`src/rtl/present80_enc_core.sv`:
```
// Iterative PRESENT-80 encryption core: one round per clock, valid/ready on both sides.
// Key register k holds the 80-bit schedule state; the round key is always k[79:16].
module present80_enc_core #(
  parameter int unsigned ROUNDS        = 31,
  parameter bit          CLEAR_ON_DONE = 1'b1
) (
  input  logic        clk,
  input  logic        reset,
  input  logic        in_valid,
  output logic        in_ready,
  input  logic [63:0] plaintext,
  input  logic [79:0] key,
  output logic        out_valid,
  input  logic        out_ready,
  output logic [63:0] ciphertext,
  output logic        busy
);

  typedef enum logic [1:0] {StIdle, StRound, StFinal, StDone} state_e;

  // Nibble x of the table is S(x).
  localparam logic [63:0] SboxTable = 64'h21748FE3DA09B65C;

  function automatic logic [3:0] sbox(input logic [3:0] x);
    return SboxTable[{x, 2'b00} +: 4];
  endfunction

  function automatic logic [63:0] sbox_layer(input logic [63:0] x);
    logic [63:0] y;
    y = '0;
    for (int i = 0; i < 16; i++) begin
      y[4*i +: 4] = sbox(x[4*i +: 4]);
    end
    return y;
  endfunction

  function automatic logic [63:0] p_layer(input logic [63:0] x);
    logic [63:0] y;
    logic [5:0]  j;
    y = '0;
    for (int i = 0; i < 63; i++) begin
      j    = 6'((16 * i) % 63);
      y[j] = x[i];
    end
    y[63] = x[63];
    return y;
  endfunction

  state_e      state_q, state_d;
  logic [63:0] st_q, st_d;
  logic [79:0] k_q, k_d;
  logic [63:0] ct_q, ct_d;
  logic [4:0]  ctr_q, ctr_d;
  logic        ov_q, ov_d;
  logic        armed_q;
  logic [79:0] k_rot;

  // armed_q keeps in_ready low until the first edge after reset release.
  assign in_ready   = (state_q == StIdle) & armed_q;
  assign out_valid  = ov_q;
  assign ciphertext = ct_q;
  assign busy       = (state_q == StRound) | (state_q == StFinal);

  always_comb begin
    state_d = state_q;
    st_d    = st_q;
    k_d     = k_q;
    ct_d    = ct_q;
    ctr_d   = ctr_q;
    ov_d    = ov_q;
    k_rot   = {k_q[18:0], k_q[79:19]};
    unique case (state_q)
      StIdle: begin
        ctr_d = '0;
        if (in_valid && in_ready) begin
          st_d    = plaintext;
          k_d     = key;
          ctr_d   = 5'd1;
          state_d = StRound;
        end
      end
      StRound: begin
        st_d          = p_layer(sbox_layer(st_q ^ k_q[79:16]));
        k_rot[79:76]  = sbox(k_rot[79:76]);
        k_rot[19:15]  = k_rot[19:15] ^ ctr_q;
        k_d           = k_rot;
        ctr_d         = ctr_q + 5'd1;
        if (ctr_q == 5'(ROUNDS)) begin
          state_d = StFinal;
        end
      end
      StFinal: begin
        ct_d    = st_q ^ k_q[79:16];
        ov_d    = 1'b1;
        state_d = StDone;
      end
      StDone: begin
        if (out_ready) begin
          ov_d    = 1'b0;
          state_d = StIdle;
          if (CLEAR_ON_DONE) begin
            st_d = '0;
            k_d  = '0;
            ct_d = '0;
          end
        end
      end
      default: state_d = StIdle;
    endcase
  end

  always_ff @(posedge clk or negedge reset) begin
    if (!reset) begin
      state_q <= StIdle;
      st_q    <= '0;
      k_q     <= '0;
      ct_q    <= '0;
      ctr_q   <= '0;
      ov_q    <= 1'b0;
      armed_q <= 1'b0;
    end else begin
      state_q <= state_d;
      st_q    <= st_d;
      k_q     <= k_d;
      ct_q    <= ct_d;
      ctr_q   <= ctr_d;
      ov_q    <= ov_d;
      armed_q <= 1'b1;
    end
  end

endmodule
```
`config.mk`:
```
export PLATFORM = sky130hd
export DESIGN_NAME = present80_enc_core
export DESIGN_NICKNAME = d
export VERILOG_FILES = /design/src/rtl/present80_enc_core.sv
export SDC_FILE = /design/constraint.sdc
export NUM_CORES = 1
export LEC_CHECK = 0
export ABC_AREA = 1
export CAP_MARGIN = 30
export CORE_ASPECT_RATIO = 1.75
export CORE_MARGIN = 1.5
export CORE_UTILIZATION = 45
export DETAILED_ROUTE_END_ITERATION = 16
export PLACE_DENSITY_LB_ADDON = 0.3
export SYNTH_ARGS = -nofsm -noshare
export SYNTH_HDL_FRONTEND = slang
export SYNTH_SLANG_ARGS = --single-unit
```
`constraint.sdc`:
```
create_clock -name clk -period 1.9 [get_ports clk]
set_input_delay 0.38 -clock clk [delete_from_list [all_inputs] [get_ports clk]]
set_output_delay 0.38 -clock clk [all_outputs]
set_load 0.02 [all_outputs]
```
* Yosys cells after proc, flatten, opt, wreduce, memory -nomap -nowiden *
Cells that the tools add are included.

cells by class
  muxes and demuxes = 15
  equal/unequal tests = 7
  $mul = 0
  bitwise gates (word level) = 4
  reductions and logical operators = 8
  order comparisons = 0
  divide/modulo/power cells = 0
  add/subtract/negate cells = 1
  shift-type cells = 17

operators with widths
  kind                     count
  $shiftx 64x7->4 const A  17
  $pmux 80 s3              1
  $pmux 64 s3              1
  $mux 80                  2
  $mux 64                  2
  $pmux 64 s2              1
  $xor 64x64->64           1
  $pmux 5 s2               1
  $pmux 2 s4               1
  $mux 2                   3
  $reduce_and 3->1         2
  $add 5x1->5 const B      1
  $eq 5x5->1 const B       1
  $xor 5x5->5              1
  $eq 2x2->1 const B       2
  $ne 2x1->1 const B       2
  $reduce_bool 2->1        2
  $reduce_bool 3->1        1
  $eq 2x1->1 const B       1
  $logic_not 2->1          1
  $mux 1                   2
  $ne 2x2->1 const B       1
  $pmux 1 s2               1
  $reduce_and 2->1         1
  other kinds (3)          3

storage, ports and cells
  memory bits (writable) = 0
  flip-flop bits (word level) = 217
  memory bits (read-only) = 0
  word-level logic and storage cells = 59
  bits of input ports = 148
  output and inout port bits = 67
  latch bits = 0
  memories kept = 0

* Logic depth before layout (Yosys ltp) *
Gate-level depths: netlist (run 1).

  depth in word-level cells = 5
  mapped depth = 11

* Worst setup path after synthesis (run 1) *
Ideal clock, no wire load.

  kind = register to register
  start point = register state_q[1]
  end point = register k_q[77]
  cell stages (with the launch flop) = 8
  period minus slack after synthesis = 1.645 ns
  path buffers = 2
  library setup time = 0.087 ns
  arrival = 1.558 ns
  setup slack = 0.255 ns
  cells stage by stage = dfrtp_1 -> inv_1 -> ha_1 -> nor2_2 -> buf_2 -> clkbuf_1 -> a21oi_1 -> a22oi_1

between the ends
  word-level cells in the longest chain between the ends = 5
  elaborated cells on any way between the ends = 10
  those cells by class = eq/ne: 4; mux: 1; bitwise: 1; reduce/logical: 4

RTL lines
  what                        RTL line  source
  start, declared             49        state_e state_q, state_d;
  start signal, assigned      114       state_q <= StIdle;
  start signal, assigned      122       state_q <= state_d;
  $logic_not 2->1             59, 72
  $and 1x1->1                 59        assign in_ready = (state_q == StIdle) & armed_q;
  $logic_and 1x1->1           75        if (in_valid && in_ready) begin
  $ne 2x1->1 (no line)        -
  $reduce_and 3->1 (no line)  -
  end signal, assigned        124       k_q <= k_d;
  end, declared               51        logic [79:0] k_q, k_d;

Parallel ways exist; a longest one is shown, timed or not.
A chain may end at the register's enable or synchronous reset.

* Worst setup path after layout (run 1) *
  start point = register ct_q[18] (netlist: ciphertext[18])
  end point = output ciphertext[18]

RTL lines
  what                    RTL line  source
  start, declared         52        logic [63:0] ct_q, ct_d;
  start signal, assigned  125       ct_q <= ct_d;
  end, declared           15        output logic [63:0] ciphertext,

No word-level cell between the ends.

==> key figures, run 1 <==
Run status
  • Status: finished, final reports clean

Setup path
  • Max incr delay on CP: 610 ps
  • Crit start category: flop
  • Top delay family on crit path: buffers and inverters
  • Worst Reg-to-Reg Cells: 8
  • Worst path bufs/invs: 1
  • Req. time, crit path: 1520 ps
  • Worst Path Class, Setup: flop to output pin
  • WP data arrival: 1500 ps
  • CP max stage cell: clkdlybuf4s50_1
  • R2R Path End: st_q[53]
  • R2R Setup Slk: 60 ps
  • Critical-path cell list: clkdlybuf4s50_1
  • Worst flop-to-flop path startpoint: k_q[37]
  • Worst-path fanout max: 2
  • Crit. End Element: output pin

Global routing
  • Pin count of the biggest net entering global routing: 51
  • Number of global-route vias before repair: 13348
  • Initial antenna violation count: 0
  • First-pass GRT wire length: 73100 um
  • Global-route usage over all layers: 30.6%
  • Gr ovfl total: 0

Synth
  • Mapped Area: 0.0136 sq mm
  • Synth Flop Type: dfrtp_1
  • Cell count after synthesis: 1866
  • Ys async rst share: 100%
  • Post-synth EDFFs: 0
  • Seq/Total Area, Yosys: 40.0%
  • YS warnings: 0
  • Yosys cell types: 34
  • Post-synthesis register bit count: 217
  • Syn avg cell area: 7.28 sq um
  • Net Count, Synth: 2073

Layout
  • Antenna cells: 0
  • Post-route insts no fill: 2533
  • Nets@finish: 2339
  • Area Overhead vs Synth: 31.7%
  • Fin util: 60.0%
  • Share of cells above drive strength 1: 7.97%
  • Design area: 0.0179 sq mm

Clock tree
  • Clock-pin slew of the registers on the worst-case setup and hold paths: 60 ps
  • H-Tree Depth: 1
  • CTS max path bufs: 3
  • Cts bufs inserted: 22
  • Buffer type at the clock tree root: clkbuf_16
  • Insertion delay to the later sink of the worst-skew pair: 530 ps
  • Clock sink count: 217
  • CTS tree: yes

Worst hold path
  • Hold WC Path Type: input port to async pin

Placement
  • Port buffer count: 214
  • Pre-CTS WS: -55.1 ps
  • Area after DPL: 0.0169 sq mm
  • Post-detail-place hpwl: 37500 um
  • Inst Count DP: 2481
  • Final GP Congestion: 0.951

Floorplan
  • Initial core utilization: 45.5%
  • Rows: 84
  • Die ar.: 0.0313 sq mm
  • Core Region: 0.0298 sq mm
  • Chip height: 233 um
  • Num ports: 215
  • Die W: 134 um

STA
  • Final setup TNS: 0 ps
  • Final setup fails: 0
  • Final Slew Violations: 0
  • PnR worst setup slack: 21.2 ps
  • Slew HR: 61.8%
  • Skew final: 8.58 ps
  • Final Cycle Share: 98.9%
  • Final hold vios: 0
  • Worst-Margin Slew: 568 ps
  • Fmax: 532 MHz
  • Min Clock Period, post-route: 1880 ps

Pwr
  • Cell leakage power: 9.05 nW
  • Max IR drop VDD: 0.961 mV
  • Sw frac: 50.4%
  • Clock power frac: 11.0%
  • Reg power frac: 22.4%
  • NetSw: 20.6 mW
  • Comb power frac: 66.7%
  • P_int: 20.3 mW
  • Power per cell area: 2290 mW/mm^2

Routing
  • Drc violations: 0
  • Post-route met1 wirelength: 18200 um
  • WL met2: 24000 um
  • Final ANT Viol Nets: 0
  • Drt total wl: 48400 um
  • 1st-iter DRT viols: 996
  • Vias: 13824
  • Met3 wire length: 2780 um
  • Vias/cell: 5.46
  • Routed len/inst: 19.1 um
  • Top Layer Used: met4
  • DRT Pass-1 Iters: 7

Flow run
  • Total of max-cap violations: 0
final cells by class:
| class | count | area, sq um |
|---|---|---|
| repair buffers | 319 | 3370 |
| inverters | 224 | 846 |
| well taps | 387 | 484 |
| clock buffers | 30 | 652 |
| clock inverters | 8 | 67.6 |
| fillers | 2762 | 12000 |
| flip-flops and latches | 217 | 5440 |
| multi-input cells | 1348 | 7040 |
state kept, by name, summed over array words and instances (netlist names):
signal      flops
st_q           64
k_q            80
ciphertext     64
out_valid       1
state_q         2
armed_q         1
ctr_q           5
what timing repair did:
action | 4_1_cts | 5_1_grt
setup endpoints to repair | 5 | 76
pin swaps | 0 | 0
endpoints found under the hold margin | 35 | 0
setup buffers | 2 | 9
hold buffers | 1 | 0
gates resized for setup | 14 | 51
gates cloned | 0 | 2
synthesized netlist by cell type (2+ instances only):
cell / n / area (sq um)
nand2_1: 681 / 2560
inv_1: 223 / 837
dfrtp_1: 217 / 5430
nand3_1: 145 / 726
o21ai_0: 96 / 480
a21oi_1: 83 / 415
a22oi_1: 73 / 548
o22ai_1: 64 / 400
ha_1: 59 / 738
a21boi_0: 37 / 278
clkbuf_1: 37 / 139
buf_2: 26 / 130
xnor2_1: 23 / 201
a21boi_1: 21 / 158
or2_0: 21 / 131
nor2_1: 15 / 56.3
xor2_1: 14 / 123
buf_4: 6 / 45.0
buf_1: 4 / 15.0
buf_6: 4 / 45.0
a22o_1: 2 / 17.5
o211ai_1: 2 / 15.0
or2_2: 2 / 12.5
cell usage in the layout, fill, tap and decap left out, types with 2 or more instances in the layout:
| cell type | n |
|---|---|
| clkbuf_8 | 5 |
| o21ai_0 | 92 |
| buf_4 | 69 |
| a21oi_1 | 78 |
| or2_0 | 20 |
| o22ai_1 | 64 |
| clkbuf_1 | 2 |
| ha_4 | 3 |
| xor2_1 | 14 |
| nor2_1 | 15 |
| o21ai_1 | 4 |
| buf_12 | 29 |
| dfrtp_1 | 213 |
| dlygate4sd2_1 | 3 |
| a22oi_1 | 73 |
| dlymetal6s2s_1 | 17 |
| clkdlybuf4s50_1 | 191 |
| clkbuf_16 | 25 |
| xnor2_2 | 2 |
| inv_2 | 2 |
| a22o_1 | 2 |
| nand3_1 | 142 |
| nand2_1 | 680 |
| buf_2 | 3 |
| ha_1 | 56 |
| inv_1 | 221 |
| a21boi_0 | 33 |
| or2_2 | 2 |
| dfrtp_2 | 4 |
| buf_6 | 3 |
| xnor2_1 | 21 |
| o211ai_1 | 2 |
| a21boi_1 | 24 |
| a21oi_2 | 5 |
| nand3_2 | 3 |
| clkinv_2 | 6 |
layer usage:
| layer | vias up | track usage [%] |
|---|---|---|
| met2 | 573 | 53.1 |
| met4 | 0 | 19.9 |
| met3 | 117 | 3.18 |
| met5 | - | 0 |
| met1 | 6534 | 35.7 |
| li1 | 6600 | - |
worst register-to-register path: cells and delay by family (launching register included):
kind / cells / cell delay, ps
flip-flops: 1 / 460
AND/OR/NAND/NOR: 4 / 360
XOR/XNOR: 1 / 310
adder cells (fa/ha/maj): 1 / 310
AO/OA/AOI/OAI: 1 / 220
buffers and inverters: 1 / 90
metrics by stage:
step | hold slack (ps) | total power [mW]
5_1_grt | 366 | 44.3
3_5_place_dp | 303 | 35.3
3_3_place_gp | 303 | 34.6
4_1_cts | 344 | 40.0
2_1_floorplan | 84.4 | 25.3
6_report | 341 | 40.9
power groups by stage:
stage	Combinational, mW	Sequential [mW]	Clock, mW
final	27.3	9.15	4.49
after global routing	30.2	9.36	4.68
after CTS	26.4	9.08	4.54
after floorplan	16.2	9.13	0
after detailed placement	26.2	9.13	0
after global placement	25.6	9.06	0
worst max-delay path by stage:
stage	start	to	slack [ps]	cells past startpoint
floorplan	state_q[1]	k_q[77]	250	7
global placement	out_ready	st_q[27]	-30	7
detailed placement	in_valid	st_q[24]	-60	8
CTS	ciphertext[26]	ciphertext[26]	3	1
global route	state_q[0]	st_q[10]	-9	10
finish	ciphertext[18]	ciphertext[18]	20	1
kinds of logic after synthesis:
family	share of synthesized area, %
and+or+nand+nor	26.0
AOI/OAI and AO/OA	17.3
buffers and inverters	8.94
DFF	40.0
adders and majority gates	5.43
xor gates and xnor gates	2.39
other	0.0276
Note: power is estimated with default switching activity, not from simulation.
==> run 2, diff against run 1 <==
Settings changed: CTS_CLUSTER_DIAMETER set to 80, SLEW_MARGIN set to 20.
==> results of run 2 <==
Final layout, timing and power as in run 1 (identical DEF).
==> run 3, diff against run 2 <==
Settings changed: CTS_CLUSTER_SIZE set to 28.
==> key figures, run 3 (synthesis gave the netlist of run 1 again) <==
Run status
  • Status: finished, final reports clean

Floorplan
  • Core Region: 0.0298 sq mm (unchanged)
  • Chip height: 233 um (unchanged)
  • Die ar.: 0.0313 sq mm (unchanged)
  • Num ports: 215 (unchanged)
  • Rows: 84 (unchanged)
  • Initial core utilization: 45.5% (unchanged)
  • Die W: 134 um (unchanged)

Placement
  • Final GP Congestion: 0.951 (unchanged)
  • Port buffer count: 214 (unchanged)
  • Post-detail-place hpwl: 37500 um (unchanged)
  • Pre-CTS WS: -55.1 ps (unchanged)
  • Inst Count DP: 2481 (unchanged)

Global routing
  • Pin count of the biggest net entering global routing: 51 (unchanged)
  • Number of global-route vias before repair: 13075 (-2.0%)
  • First-pass GRT wire length: 72300 um (-1.2%)
  • Gr ovfl total: 0 (unchanged)
  • Global-route usage over all layers: 30.3% (-0.35 points)
  • Initial antenna violation count: 0 (unchanged)

Clock tree
  • CTS tree: yes
  • Clock sink count: 217 (unchanged)
  • Insertion delay to the later sink of the worst-skew pair: 490 ps (-40 ps)
  • Cts bufs inserted: 11 (-50%)
  • Buffer type at the clock tree root: clkbuf_16
  • H-Tree Depth: 1 (unchanged)
  • Clock-pin slew of the registers on the worst-case setup and hold paths: 120 ps (+60 ps)
  • CTS max path bufs: 3 (unchanged)

Setup path
  • Crit start category: flop
  • Crit. End Element: flop
  • Max incr delay on CP: 470 ps (-140 ps)
  • CP max stage cell: dfrtp_1
  • R2R Setup Slk: 20 ps (-40 ps)
  • Worst Path Class, Setup: flop to flop
  • Critical-path cell list: xnor2_1, inv_1, ha_1, nand2_1, nor2_1, nor2_1, nand2_1, a21boi_0
  • Worst-path fanout max: 3 (+1)
  • WP data arrival: 2280 ps (+780 ps)
  • Req. time, crit path: 2300 ps (+780 ps)

Routing
  • Drc violations: 0 (unchanged)
  • DRT Pass-1 Iters: 5 (-2)
  • Drt total wl: 47900 um (-1.1%)
  • Vias: 13733 (-0.66%)
  • Vias/cell: 5.48 (+0.33%)
  • 1st-iter DRT viols: 1050 (+5.4%)
  • Routed len/inst: 19.1 um (about the same)
  • Final ANT Viol Nets: 0 (unchanged)

STA
  • Min Clock Period, post-route: 1880 ps (-2.04 ps)
  • Skew final: 11.4 ps (+2.83 ps)
  • Final setup TNS: 0 ps (unchanged)
  • Final setup fails: 0 (unchanged)
  • Final Slew Violations: 0 (unchanged)
  • Final Cycle Share: 98.8% (-0.11 points)
  • Fmax: 533 MHz (+0.11%)
  • RSZ-0062 raised after global routing: yes
  • Worst-Margin Slew: 547 ps (-21.6 ps)
  • Final hold vios: 0 (unchanged)
  • PnR worst setup slack: 23.2 ps (+2.04 ps)
  • Slew HR: 63.3% (+1.4 points)

Flow run
  • Total of max-cap violations: 0 (unchanged)

Pwr
  • Cell leakage power: 8.66 nW (-4.3%)
  • Power per cell area: 2250 mW/mm^2 (-1.5%)
  • Pwr Total: 39.3 mW (-3.8%)
  • Max IR drop VDD: 1.01 mV (+5.6%)

Layout
  • Nets@finish: 2328 (-0.47%)
  • Max FFs per register: 80 (unchanged)
  • Most frequent cells in the layout: nand2_1 (680), inv_1 (221), dfrtp_1 (214), clkdlybuf4s50_1 (208), nand3_1 (141)
  • Most common cell after layout, fill and taps aside: nand2_1
  • Biggest register: k_q
  • Share of cells above drive strength 1: 7.02% (-0.94 points)
  • Post-route insts no fill: 2508 (-0.99%)
  • Area Overhead vs Synth: 28.7%
  • Antenna cells: 0 (unchanged)

Worst hold path
  • Hold WC Path Type: input port to async pin
run 3: changes by cell type in the layout (fill, tap and decap cells not counted), sizes merged:
cell / before / now
buf: 105 / 104
clkbuf: 32 / 14
clkdlybuf4s50: 191 / 208
clkinv: 6 / 1
clkinvlp: 1 / 0
dlygate4sd2: 3 / 0
dlymetal6s2s: 17 / 3
run 3: layout make-up:
type	instances	area [sq um]
fill	2808	12400
clock inverter	2	35.0
inverter	224	846
tap	387	484
multi-input combinational	1348	7030
sequential	217	5430
clock buffer	11	275
timing repair buffer	319	3380
run 3: metrics by stage:
stage | instance area, sq um | hold slack, ps | utilization [%]
CTS | 17200 | 374 | 57.7
global route | 17500 | 392 | 58.6
finish | 17500 | 363 | 58.6
floorplan | 13600 | 84.4 | -
global placement | 16900 | 303 | 56.6
detailed placement | 16900 | 303 | 56.6
run 3: critical path, delay by kind of cell, from the launching register on:
kind,cells,cell delay [ps]
AO/OA/AOI/OAI,1,230
flip-flops,1,470
AND/OR/NAND/NOR,4,370
buffers and inverters,1,80
XOR/XNOR,1,300
adder cells (fa/ha/maj),1,320
run 3: worst paths after layout:
kind,end,start,depth (start not counted)
setup / recovery,st_q[53],k_q[37],8
hold / removal,ciphertext[45],reset,2
setup reg to reg,st_q[53],k_q[37],8
hold reg to reg,k_q[0],k_q[0],2
max in group asynchronous,k_q[53],reset,3
min in group clk,k_q[0],k_q[0],2
run 3: power by group:
group / switching [mW] / total, mW / leakage [nW] / internal, mW
clock: 1.57 / 2.77 / 0.154 / 1.20
sequential: 2.22 / 9.13 / 2.67 / 6.91
combinational: 16.5 / 27.4 / 5.84 / 11.0
run 3: routing by layer:
metal	up-vias	track usage [%]	share of wire [%]
met2	561	53.6	50
met5	-	0	0
li1	6560	-	-
met3	111	2.64	6.0
met4	0	16.9	6.3
met1	6501	35.8	38
run 3: what timing repair did:
| action | CTS | global route |
|---|---|---|
| endpoints found under the hold margin | 35 | 0 |
| endpoints found under the setup margin | 2 | 64 |
| gates resized for setup | 10 | 41 |
| gates cloned | 0 | 3 |
| buffers inserted | 2 | 8 |
| hold buffers | 1 | 0 |
